File: config.mk
export PLATFORM = sky130hd
export DESIGN_NAME = hazard_fwd_ctrl
export DESIGN_NICKNAME = d
export VERILOG_FILES = /design/src/rtl/hazard_fwd_ctrl.sv
export SDC_FILE = /design/constraint.sdc
export NUM_CORES = 1
export LEC_CHECK = 0
export CORE_MARGIN = 2
export CORE_UTILIZATION = 40
export DETAILED_ROUTE_END_ITERATION = 16
export DONT_BUFFER_PORTS = 1
export GPL_TIMING_DRIVEN = 0
export PLACE_DENSITY_LB_ADDON = 0.1
export SLEW_MARGIN = 30
export SYNTH_ARGS = -nofsm -noshare
export SYNTH_HDL_FRONTEND = slang
export SYNTH_SLANG_ARGS = --single-unit
File: constraint.sdc
create_clock -name clk -period 2.4 [get_ports clk]
set_input_delay 0.48 -clock clk [delete_from_list [all_inputs] [get_ports clk]]
set_output_delay 0.48 -clock clk [all_outputs]
set_load 0.05 [all_outputs]
File: src/rtl/hazard_fwd_ctrl.sv
// Hazard and forwarding controller for a 5-stage RV32I pipeline: load-use and RAW stalls,
// branch flushes, memory-wait freezes, registered EX forwarding selects and event counters.
module hazard_fwd_ctrl #(
  parameter int CNT_W  = 16,
  parameter bit FWD_EN = 1'b1
) (
  input  logic             clk,
  input  logic             rst,
  input  logic             id_valid,
  input  logic [4:0]       id_rs1,
  input  logic [4:0]       id_rs2,
  input  logic             id_use_rs1,
  input  logic             id_use_rs2,
  input  logic [4:0]       id_rd,
  input  logic             id_reg_wr,
  input  logic             id_mem_rd,
  input  logic             ex_br_taken,
  input  logic             mem_busy,
  output logic             stall_if,
  output logic             stall_id,
  output logic             flush_id,
  output logic             bubble_ex,
  output logic [1:0]       fwd_a_sel,
  output logic [1:0]       fwd_b_sel,
  output logic [CNT_W-1:0] stall_cnt,
  output logic [CNT_W-1:0] flush_cnt
);

  // wr already folds in valid, reg_wr and rd!=0, so x0 can never produce a match.
  typedef struct packed {
    logic       wr;
    logic [4:0] rd;
    logic       ld;
  } tag_t;

  // The WB producer is never compared: the regfile writes before it is read, and the
  // WB forwarding select is decided one stage earlier from the MEM tag.
  tag_t       ex_tag;
  logic       mem_wr;
  logic [4:0] mem_dst;

  logic a_ex, b_ex, a_mem, b_mem;
  logic load_use, hazard, freeze, flush, hz_stall, bubble;
  logic [1:0] fwd_a_nxt, fwd_b_nxt;
  tag_t id_tag;

  always_comb begin
    // NOTE: every always_comb output gets a default first so no path infers a latch.
    a_ex      = id_valid && id_use_rs1 && ex_tag.wr && (ex_tag.rd == id_rs1);
    b_ex      = id_valid && id_use_rs2 && ex_tag.wr && (ex_tag.rd == id_rs2);
    a_mem     = id_valid && id_use_rs1 && mem_wr && (mem_dst == id_rs1);
    b_mem     = id_valid && id_use_rs2 && mem_wr && (mem_dst == id_rs2);
    load_use  = (a_ex || b_ex) && ex_tag.ld;
    hazard    = FWD_EN ? load_use : (a_ex || b_ex || a_mem || b_mem);

    freeze    = mem_busy;
    flush     = !freeze && ex_br_taken;
    hz_stall  = !freeze && !ex_br_taken && hazard;
    bubble    = flush || hz_stall;

    id_tag.wr = id_valid && id_reg_wr && (id_rd != 5'd0);
    id_tag.rd = id_rd;
    id_tag.ld = id_mem_rd;

    fwd_a_nxt = 2'b00;
    fwd_b_nxt = 2'b00;
    if (FWD_EN && !bubble) begin
      if (a_ex)       fwd_a_nxt = 2'b01;
      else if (a_mem) fwd_a_nxt = 2'b10;
      if (b_ex)       fwd_b_nxt = 2'b01;
      else if (b_mem) fwd_b_nxt = 2'b10;
    end

    // Control outputs are gated by rst so an asynchronous reset silences them at once.
    stall_if  = !rst && (freeze || hz_stall);
    stall_id  = !rst && (freeze || hz_stall);
    flush_id  = !rst && flush;
    bubble_ex = !rst && bubble;
  end

  // NOTE: sequential state uses non-blocking assignments only, so every stage shifts together.
  always_ff @(posedge clk or posedge rst) begin
    if (rst) begin
      ex_tag    <= '0;
      mem_wr    <= 1'b0;
      mem_dst   <= 5'd0;
      fwd_a_sel <= 2'b00;
      fwd_b_sel <= 2'b00;
      stall_cnt <= '0;
      flush_cnt <= '0;
    end else if (!freeze) begin
      ex_tag    <= bubble ? '0 : id_tag;
      mem_wr    <= ex_tag.wr;
      mem_dst   <= ex_tag.rd;
      fwd_a_sel <= fwd_a_nxt;
      fwd_b_sel <= fwd_b_nxt;
      if (hz_stall && (stall_cnt != '1)) stall_cnt <= stall_cnt + 1'b1;
      if (flush && (flush_cnt != '1))    flush_cnt <= flush_cnt + 1'b1;
    end
  end

endmodule

==> results.md, run 1 <==
- Clk sink count: 49
- Tot Pwr: 2.047 mW
- Number of warnings reported in the yosys synthesis log: 0
- Routed vias: 1,945
- Sequential Power Share: 57.2%
- Maximum clock frequency: 387.0 MHz
- DR DRC count: 0
- Routed length per instance: 17.84 um
- # diodes: 0
- Number of global-route vias before repair: 1,941
- Cell area after layout: 3059 um^2
- Maximum resistive drop on vdd: 0.2648 mV
- Non-Filler Instances: 340
- Cell at the root of the clock tree: sky130_fd_sc_hd__clkbuf_8
- Power per Cell Area: 669.0 nW/um^2
- Maxcap violations: 0
- Post-layout minimum cycle time: 2.584 ns
- Initial Util: 41.82%
- Critical Path Slowest Stage Cell: sky130_fd_sc_hd__a21oi_4
- Share of synthesized area occupied by flip-flops and latches: 45.39%
- Clock network fraction of total power: 30.8%
- Height of the chip: 86.18 um
- Unrepaired setup endpoints after global routing: true
- Data arrival, critical path: 2.10 ns
- Commonest non-fill, non-tap cells in the layout: sky130_fd_sc_hd__dfrtp_1 (46), sky130_fd_sc_hd__xnor2_1 (28), sky130_fd_sc_hd__xor2_1 (15)
- Number of storage elements in the synthesis netlist: 49
- Clock transition at path regs: 0.09 ns
- Violated checks: setup timing
- Pin slew with the least headroom to its limit: 0.8779 ns
- Setup violation total in the final timing report: 2
- Number of rows created at floorplan: 29
- Average footprint of a synthesized cell: 10.94 um^2
- I/O Buffers: 0
- Cell leakage power: 1.307 nW
- Floorplan core area: 6459 um^2
- Number of clock buffers inserted by TritonCTS: 5
- Capturing point of the worst reg2reg path: stall_cnt[1]
- Area post-placement: 2815 um^2
- Via-to-Cell Ratio: 5.721
- Top flip-flop cell by instance count after synthesis: sky130_fd_sc_hd__dfrtp_1
- Post-route setup TNS: -0.2376 ns
- Die area: 7427 um^2
- Antenna Violating Nets Remaining: 0
- Share of flip-flops with an asynchronous set or reset: 100.0%
- Synth Net Count: 273
- Combinational share of power: 12.0%
- Setup ws final: -0.1843 ns
- Largest stage delay, worst path: 0.38 ns
- Tightest slew margin relative to the limit: 41.26%
- Library cells used by synthesis: 51
- Cell area after synthesis: 2701 um^2
- Initial DRC count: 62
- Number of antenna violations at the first check in global routing: 0
- Number of max-slew violations in the final report: 0
- Count of mapped cells out of synthesis: 247
- Switching fraction of total power: 34.29%
- Number of failing hold endpoints at the final stage: 0
- Die width: 86.18 um
- Reg2reg start: stall_cnt[1]
- Post-DP HPWL: 4406 um
- H-tree depth: 2
- Largest net degree at the start of global routing: 50
- Most frequent CP cell: sky130_fd_sc_hd__buf_4
- Number of nets in the layout: 288
- Share of the synthesized area in the top cell type: 45.39%
- Fin Clk Skew: 0.004811 ns
- Worst Setup Slack post-DPL: -0.2826 ns
- Top cells by area, synth: sky130_fd_sc_hd__dfrtp_1 (45%), sky130_fd_sc_hd__xnor2_1 (9.7%), sky130_fd_sc_hd__xor2_1 (4.9%), sky130_fd_sc_hd__and3_1 (2.5%), sky130_fd_sc_hd__mux2_2 (2.5%)
- Boundary pin count: 64
- Total length of routed wires: 6064 um
- GRT Overall Usage: 17.19%
- Critical Path Source Type: flip-flop
- Ratio of cells with drive above 1 in the final layout: 22.81%
- Last weighted congestion value of the routability-driven placer: 0.8141
- Critical path start-end classification: reg2out
- Element type at the critical path end: output port
- Register-to-register path setup slack: 0.12 ns
- Number of enable flip-flop cells after synthesis: 0
- CTS tree: done
- Drt first pass iters: 4
- Maximum fanout along the worst path: 10
- Fin Hold WS: 0.1178 ns
- Most frequent standard cell in the layout excluding fill and tap cells: sky130_fd_sc_hd__dfrtp_1
- Clock latency at the later pin of the worst-skew pair: 0.30 ns
- List of cells traversed by the critical path: buf_4 -> nor3b_2 -> buf_4 -> o21ai_4 -> a21oi_4 -> buf_6
- Final cell utilization of the core: 47.37%
- Global-route wire length before repair: 9991 um
- Cell total after placement: 324
- Library cell with the largest summed area after synthesis: sky130_fd_sc_hd__dfrtp_1
- Internal power consumption: 1.345 mW
- Result of the run: finished with violations
- Net Sw Power: 0.7017 mW
- Share of the clock period used by the worst path: 107.7%
- Clock tree buffer depth: 2
- Number of cells on the worst reg-to-reg path: 8
- Crit path required time: 1.92 ns
- Kind of path behind the tightest hold check: in2async
- GR Overflow Total: 0
- Synthesis-to-finish area growth: 13.25%
-- routing by layer --
metal  wire length (um)  track usage, %  vias to the layer above
li1                   -               -                      936
met1               2872           22.76                      957
met2               2708           26.57                       46
met3                422           6.857                        6
met4                 61           4.261                        0
met5                  0               0                        -
-- flip-flops by register name (all words and copies together), names as in the netlist --
| name | cells |
|---|---|
| ex_tag | 7 |
| flush_cnt | 16 |
| fwd_a_sel | 2 |
| fwd_b_sel | 2 |
| mem_dst | 5 |
| mem_wr | 1 |
| stall_cnt | 16 |
-- worst max-delay path, delay by kind of cell (launching register included) --
kind	cells	cell delay, ns
buffers and inverters	3	0.63
flip-flops	1	0.33
AND/OR/NAND/NOR	1	0.35
AO/OA/AOI/OAI	2	0.47
-- power groups by stage --
stage               Sequential [mW]  Clock, mW  Combinational [mW]
finish                         1.17      0.630               0.246
global route                   1.18      0.687               0.279
CTS                            1.17      0.650               0.244
detailed placement             1.19          0               0.234
global placement               1.19          0               0.228
floorplan                      1.16          0               0.193
-- layout make-up --
type / instances / area, um^2
Clock inverter: 2 / 37.54
Fill cell: 618 / 3400
Sequential cell: 49 / 1230
Inverter: 4 / 17.52
Buffer: 10 / 88.84
Clock buffer: 6 / 82.58
Multi-Input combinational cell: 183 / 1439
Timing Repair Buffer: 9 / 67.56
Tap cell: 77 / 96.34
-- worst max-delay path by stage --
stage	start	end	slack (ns)
after floorplan	id_rs1[4]	stall_if	-0.05
after global placement	id_rs1[4]	stall_if	-0.27
after detailed placement	id_rs1[4]	stall_if	-0.28
after CTS	ex_tag[5]	stall_if	-0.21
after global routing	ex_tag[5]	stall_if	-0.34
final	ex_tag[0]	stall_if	-0.18
-- Yosys cell counts, types with 3 or more instances --
cell type	n
sky130_fd_sc_hd__a21oi_1	6
sky130_fd_sc_hd__a22o_1	7
sky130_fd_sc_hd__and3_1	11
sky130_fd_sc_hd__buf_2	3
sky130_fd_sc_hd__buf_4	3
sky130_fd_sc_hd__buf_6	3
sky130_fd_sc_hd__dfrtp_1	49
sky130_fd_sc_hd__inv_1	4
sky130_fd_sc_hd__mux2_2	6
sky130_fd_sc_hd__nand2_1	14
sky130_fd_sc_hd__nand3_1	11
sky130_fd_sc_hd__nand4_1	8
sky130_fd_sc_hd__nor2_1	13
sky130_fd_sc_hd__nor3_1	3
sky130_fd_sc_hd__o2111ai_1	5
sky130_fd_sc_hd__o211ai_1	3
sky130_fd_sc_hd__o211ai_2	3
sky130_fd_sc_hd__o21ai_1	8
sky130_fd_sc_hd__xnor2_1	30
sky130_fd_sc_hd__xor2_1	15
-- kinds of logic after synthesis --
kind of cell / Yosys count / synth area share, %
AOI/OAI and AO/OA: 46 / 13.25
xor gates and xnor gates: 45 / 14.59
adders and majority gates: 2 / 0.9262
buffers and inverters: 15 / 3.473
DFF: 49 / 45.39
muxes: 10 / 4.446
and+or+nand+nor: 80 / 17.93
-- timing repair --
action | CTS | global route
endpoints found under the setup margin | 3 | 4
pin swaps | 7 | 6
hold buffers | 0 | 0
buffers inserted | 7 | 2
gates resized for setup | 9 | 7
Power figures use the tool's default switching activity.
==> run 2: changes to the inputs <==
Settings changed: GPL_TIMING_DRIVEN 0 to not set.
==> results.md, run 2 (same netlist as run 1, synthesis figures left out) <==
- Maximum fanout along the worst path: 4 (-6)
- Critical Path Slowest Stage Cell: sky130_fd_sc_hd__dfrtp_2
- Final cell utilization of the core: 50.23% (+2.9 points)
- CTS tree: done
- Maxcap violations: 0 (unchanged)
- Ratio of cells with drive above 1 in the final layout: 29.27% (+6.5 points)
- Result of the run: finished, final reports clean
- Last weighted congestion value of the routability-driven placer: 0.7502 (-7.8%)
- Unrepaired setup endpoints after global routing: false
- Internal power consumption: 1.383 mW (+2.8%)
- Crit path buf inv count: 2 (-1)
- Initial Util: 41.82% (unchanged)
- Fin Clk Skew: 0.004409 ns (-0.0004022 ns)
- Critical path start-end classification: reg2out
- Clock latency at the later pin of the worst-skew pair: 0.30 ns (about the same)
- Worst Setup Slack post-DPL: 0.3274 ns (+0.6101 ns)
- Share of the clock period used by the worst path: 97.69% (-10 points)
- Tightest slew margin relative to the limit: 66.07% (+25 points)
- Critical path capture point: stall_if
- Commonest non-fill, non-tap cells in the layout: sky130_fd_sc_hd__dfrtp_1 (47), sky130_fd_sc_hd__buf_4 (40), sky130_fd_sc_hd__xnor2_1 (28)
- Maximum clock frequency: 426.5 MHz (+10%)
- Kind of path behind the tightest hold check: in2async
- Element type at the critical path end: output port
- Register-to-register path setup slack: 0.45 ns (+0.33 ns)
- # diodes: 0 (unchanged)
- Capturing point of the worst reg2reg path: stall_cnt[1]
- Setup ws final: 0.05556 ns (+0.2398 ns)
- Number of clock buffers inserted by TritonCTS: 5 (unchanged)
- Number of rows created at floorplan: 29 (unchanged)
- First element of the critical path: ex_tag[3]
- Most frequent standard cell in the layout excluding fill and tap cells: sky130_fd_sc_hd__dfrtp_1
- Number of nets in the layout: 313 (+8.7%)
- Routed vias: 2,034 (+4.6%)
- Global-route wire length before repair: 9998 um (about the same)
- Number of cells on the worst reg-to-reg path: 7 (-1)
- Largest net degree at the start of global routing: 33 (-34%)
- Cell area after layout: 3244 um^2 (+6.1%)
- Via-to-Cell Ratio: 5.588 (-2.3%)
- Boundary pin count: 64 (unchanged)
- Data arrival, critical path: 1.86 ns (-0.24 ns)
- Count of cell instances traversed by the critical path: 7 (+1)
- Setup violation total in the final timing report: 0 (-2)
- DR DRC count: 0 (unchanged)
- Initial DRC count: 68 (+9.7%)
- H-tree depth: 2 (unchanged)
- Clock transition at path regs: 0.09 ns (about the same)
- Filler Cell Count: 619 (+0.16%)
- Post-layout minimum cycle time: 2.344 ns (-0.2398 ns)
- Height of the chip: 86.18 um (unchanged)
- Die area: 7427 um^2 (unchanged)
- Number of max-slew violations in the final report: 0 (unchanged)
- Clock network fraction of total power: 27.9% (-2.9 points)
- GR Overflow Total: 0 (unchanged)
- Sequential Power Share: 45.9% (-11 points)
- Synthesis-to-finish area growth: 20.10%
- Switching fraction of total power: 33.59% (-0.70 points)
- Reg2reg start: ex_tag[3]
- Combinational share of power: 26.2% (+14 points)
- Die width: 86.18 um (unchanged)
- Cell at the root of the clock tree: sky130_fd_sc_hd__clkbuf_8
- Maximum resistive drop on vdd: 0.2647 mV (about the same)
- Drt first pass iters: 4 (unchanged)
- List of cells traversed by the critical path: buf_6 -> xor2_1 -> nor2_1 -> and3_4 -> o21ai_4 -> a21oi_4 -> buf_12
- Number of antenna violations at the first check in global routing: 0 (unchanged)
- Family with the most delay on the worst path: flip-flops
- Routed length per instance: 16.72 um (-6.3%)
- Net Sw Power: 0.6995 mW (-0.32%)
- Number of failing hold endpoints at the final stage: 0 (unchanged)
- Pin slew with the least headroom to its limit: 0.5089 ns (-0.3689 ns)
- Antenna Violating Nets Remaining: 0 (unchanged)
- Registers with the highest flip-flop counts: flush_cnt x16, stall_cnt x16, ex_tag x7
- Critical Path Source Type: flip-flop
- Post-DP HPWL: 4470 um (+1.4%)
- Largest stage delay, worst path: 0.46 ns (+0.08 ns)
- Floorplan core area: 6459 um^2 (unchanged)
- Number of global-route vias before repair: 1,984 (+2.2%)
- Cell leakage power: 1.455 nW (+11%)
- Clk sink count: 49 (unchanged)
- Total length of routed wires: 6085 um (+0.35%)
- Clock tree buffer depth: 2 (unchanged)
- Crit path required time: 1.92 ns (about the same)
- Hold buffer count at cts: 0 (unchanged)
- I/O Buffers: 0 (unchanged)
- GRT Overall Usage: 17.04% (-0.15 points)
- Area post-placement: 3072 um^2 (+9.1%)
- Power per Cell Area: 641.8 nW/um^2 (-4.1%)
[run 2: changes by cell type in the layout (fill, tap and decap cells not counted), sizes merged]
| cell | before | now |
|---|---|---|
| buf | 17 | 44 |
| clkbuf | 8 | 5 |
| clkinv | 0 | 1 |
| clkinvlp | 1 | 0 |
[run 2: power by group through the flow]
stage | Clock, mW | Combinational (mW) | Sequential (mW)
3_3_place_gp | 0 | 0.531 | 0.968
6_report | 0.582 | 0.545 | 0.956
3_5_place_dp | 0 | 0.532 | 0.971
2_1_floorplan | 0 | 0.193 | 1.16
5_1_grt | 0.633 | 0.588 | 0.966
4_1_cts | 0.601 | 0.536 | 0.956
[run 2: timing repair]
| item | in CTS | in global routing |
|---|---|---|
| setup buffers | 0 | 4 |
| endpoints found under the setup margin | 0 | 3 |
| gates resized for setup | 0 | 8 |
[run 2: how the worst min path moves through the flow]
stage	from	end	slack, ns	cells past startpoint
floorplan	mem_wr	mem_wr	0.50	1
global placement	rst	flush_cnt[1]	0.39	1
detailed placement	rst	flush_cnt[4]	0.39	1
CTS	rst	stall_cnt[2]	0.05	1
global route	rst	stall_cnt[2]	0.06	1
finish	rst	flush_cnt[4]	0.04	1
[run 2: metrics by stage]
stage	total power, mW	hold WS [ns]	std cells	setup TNS (ns)
after global placement	1.499	0.3863	353	0
after global routing	2.187	0.05992	364	0
final	2.082	0.04392	364	0
after detailed placement	1.503	0.3883	353	0
after floorplan	1.351	0.5032	247	-0.05384
after CTS	2.094	0.04619	360	0
[run 2: layout make-up]
type / instances / area (um^2) / share of cell area, %
Timing Repair Buffer: 44 / 371.6 / 11.45
Multi-Input combinational cell: 183 / 1429 / 44.04
Tap cell: 77 / 96.34 / 2.970
Clock buffer: 5 / 68.82 / 2.121
Sequential cell: 49 / 1229 / 37.87
Inverter: 4 / 15.01 / 0.4628
Clock inverter: 2 / 35.03 / 1.080
[run 2: per-layer routing]
metal	wire, um	track usage, %
met5	0	0
met4	36	4.261
met3	457	6.571
met2	2829	26.50
met1	2762	22.54
==> run 3: changes to the inputs <==
Settings changed: MAX_ROUTING_LAYER set to met4.
==> results.md, run 3 (same netlist as run 1, synthesis figures left out) <==
- Power per Cell Area: 642.2 nW/um^2 (about the same)
- Pin slew with the least headroom to its limit: 0.5091 ns (+0.0001924 ns)
- CTS tree: done
- Area taken by flip-flops and latches: 1229 um^2 (unchanged)
- GR peak layer: met2
- Share of the clock period used by the worst path: 97.57% (-0.11 points)
- Multi-input combinational cell area: 1429 um^2 (unchanged)
- H-tree depth: 2 (unchanged)
- Clock latency at the later pin of the worst-skew pair: 0.30 ns (about the same)
- Global routing usage on met3: 6.095% (-0.48 points)
- Maxcap violations: 0 (unchanged)
- Via-to-Cell Ratio: 5.569 (-0.34%)
- Element type at the critical path end: output port
- First element of the critical path: ex_tag[3]
- Kind of path behind the tightest hold check: in2async
- Maximum resistive drop on vdd: 0.2644 mV (-0.13%)
- Number of failing hold endpoints at the final stage: 0 (unchanged)
- Critical path start-end classification: reg2out
- Last weighted congestion value of the routability-driven placer: 0.7598 (+1.3%)
- Critical path capture point: stall_if
- Fin Clk Skew: 0.003744 ns (-0.0006646 ns)
- Critical Path Source Type: flip-flop
- Number of rows created at floorplan: 29 (unchanged)
- # diodes: 0 (unchanged)
- Maximum fanout along the worst path: 4 (unchanged)
- Antenna Violating Nets Remaining: 0 (unchanged)
- Largest net degree at the start of global routing: 33 (unchanged)
- Number of clock buffers inserted by TritonCTS: 5 (unchanged)
- Crit path required time: 1.92 ns (about the same)
- DR DRC count: 0 (unchanged)
- Tightest slew margin relative to the limit: 66.06% (about the same)
- Data arrival, critical path: 1.86 ns (about the same)
- Post-layout minimum cycle time: 2.342 ns (-0.002703 ns)
- Routed length per instance: 16.74 um (+0.13%)
- Cell area after layout: 3244 um^2 (unchanged)
- Drt first pass iters: 4 (unchanged)
- Ratio of cells with drive above 1 in the final layout: 29.27% (unchanged)
- Result of the run: finished, final reports clean
- Setup violation total in the final timing report: 0 (unchanged)
- I/O Buffers: 0 (unchanged)
- Filler Cell Count: 619 (unchanged)
- Commonest non-fill, non-tap cells in the layout: sky130_fd_sc_hd__dfrtp_1 (47), sky130_fd_sc_hd__buf_4 (40), sky130_fd_sc_hd__xnor2_1 (28)
- Number of nets in the layout: 313 (unchanged)
- Reg2reg start: ex_tag[3]
- Clk sink count: 49 (unchanged)
- Height of the chip: 86.18 um (unchanged)
- Synthesis-to-finish area growth: 20.10% (unchanged)
- Die width: 86.18 um (unchanged)
- Post-DP HPWL: 4470 um (unchanged)
- Number of global-route vias before repair: 1,977 (-0.35%)
- Maximum clock frequency: 427.0 MHz (+0.12%)
- Unrepaired setup endpoints after global routing: false
- Number of max-slew violations in the final report: 0 (unchanged)
- Met2 global-route usage: 26.50% (unchanged)
- Initial DRC count: 61 (-10%)
- Number of cells on the worst reg-to-reg path: 7 (unchanged)
- Floorplan core area: 6459 um^2 (unchanged)
- Register-to-register path setup slack: 0.45 ns (about the same)
- Capturing point of the worst reg2reg path: stall_cnt[1]
- Registers with the highest flip-flop counts: flush_cnt x16, stall_cnt x16, ex_tag x7
- Global-route wire length before repair: 9984 um (-0.14%)
- Clock tree buffer depth: 2 (unchanged)
- Routed vias: 2,027 (-0.34%)
- Global-route track usage on met1: 22.85% (+0.31 points)
- Most frequent standard cell in the layout excluding fill and tap cells: sky130_fd_sc_hd__dfrtp_1
- Boundary pin count: 64 (unchanged)
- Total length of routed wires: 6093 um (+0.13%)
- Post-route setup TNS: 0 ns (unchanged)
- Die area: 7427 um^2 (unchanged)
- Number of antenna violations at the first check in global routing: 0 (unchanged)
- GR Overflow Total: 0 (unchanged)
- Cell leakage power: 1.455 nW (unchanged)
- Initial Util: 41.82% (unchanged)
- Area post-placement: 3072 um^2 (unchanged)
- Fin Hold WS: 0.04454 ns (+0.0006153 ns)
- GRT Overall Usage: 17.55% (+0.51 points)
- Clock transition at path regs: 0.09 ns (about the same)
- Cell at the root of the clock tree: sky130_fd_sc_hd__clkbuf_8
run 3: timing repair:
action / CTS / global route
hold buffers: 0 / 0
gates resized for setup: 0 / 8
setup buffers: 0 / 4
setup endpoints to repair: 0 / 3
run 3: power by group:
group / switching, mW / total (mW) / internal, mW
Combinational: 0.361 / 0.545 / 0.184
Clock: 0.279 / 0.582 / 0.304
Sequential: 0.0613 / 0.956 / 0.895
run 3: critical path, stage by stage, from the launching register on:
cell and delay (ns):
sky130_fd_sc_hd__dfrtp_2 0.45, sky130_fd_sc_hd__buf_6 0.13, sky130_fd_sc_hd__xor2_1 0.15, sky130_fd_sc_hd__nor2_1 0.17
sky130_fd_sc_hd__and3_4 0.23, sky130_fd_sc_hd__o21ai_4 0.07, sky130_fd_sc_hd__a21oi_4 0.17, sky130_fd_sc_hd__buf_12 0.19
run 3: worst min path at each step:
stage                      start      endpoint  slack [ns]  cells past startpoint
after floorplan           mem_wr        mem_wr        0.50                      1
final                        rst  flush_cnt[4]        0.04                      1
after global routing         rst  stall_cnt[2]        0.06                      1
after detailed placement     rst  flush_cnt[4]        0.39                      1
after CTS                    rst  stall_cnt[2]        0.05                      1
after global placement       rst  flush_cnt[1]        0.39                      1
run 3: final cells by class:
class	count	area share, %
inverters	4	0.4628
clock buffers	5	2.121
well taps	77	2.970
flip-flops and latches	49	37.87
multi-input cells	183	44.04
repair buffers	44	11.45
clock inverters	2	1.080
run 3: per-stage QoR:
step | power [mW] | std cells | setup WS, ns | utilization [%]
finish | 2.084 | 364 | 0.05826 | 50.23
global route | 2.187 | 364 | 0.004570 | 50.23
CTS | 2.094 | 360 | 0.006196 | 49.17
detailed placement | 1.503 | 353 | 0.3274 | 47.56
global placement | 1.499 | 353 | 0.3538 | 47.56
floorplan | 1.351 | 247 | -0.05384 | -
run 3: routing by layer:
layer | routed length [um] | part of all wire [%]
met1 | 2805 | 46
met3 | 435 | 7.1
met4 | 36 | 0.59
met2 | 2816 | 46
met5 | 0 | 0
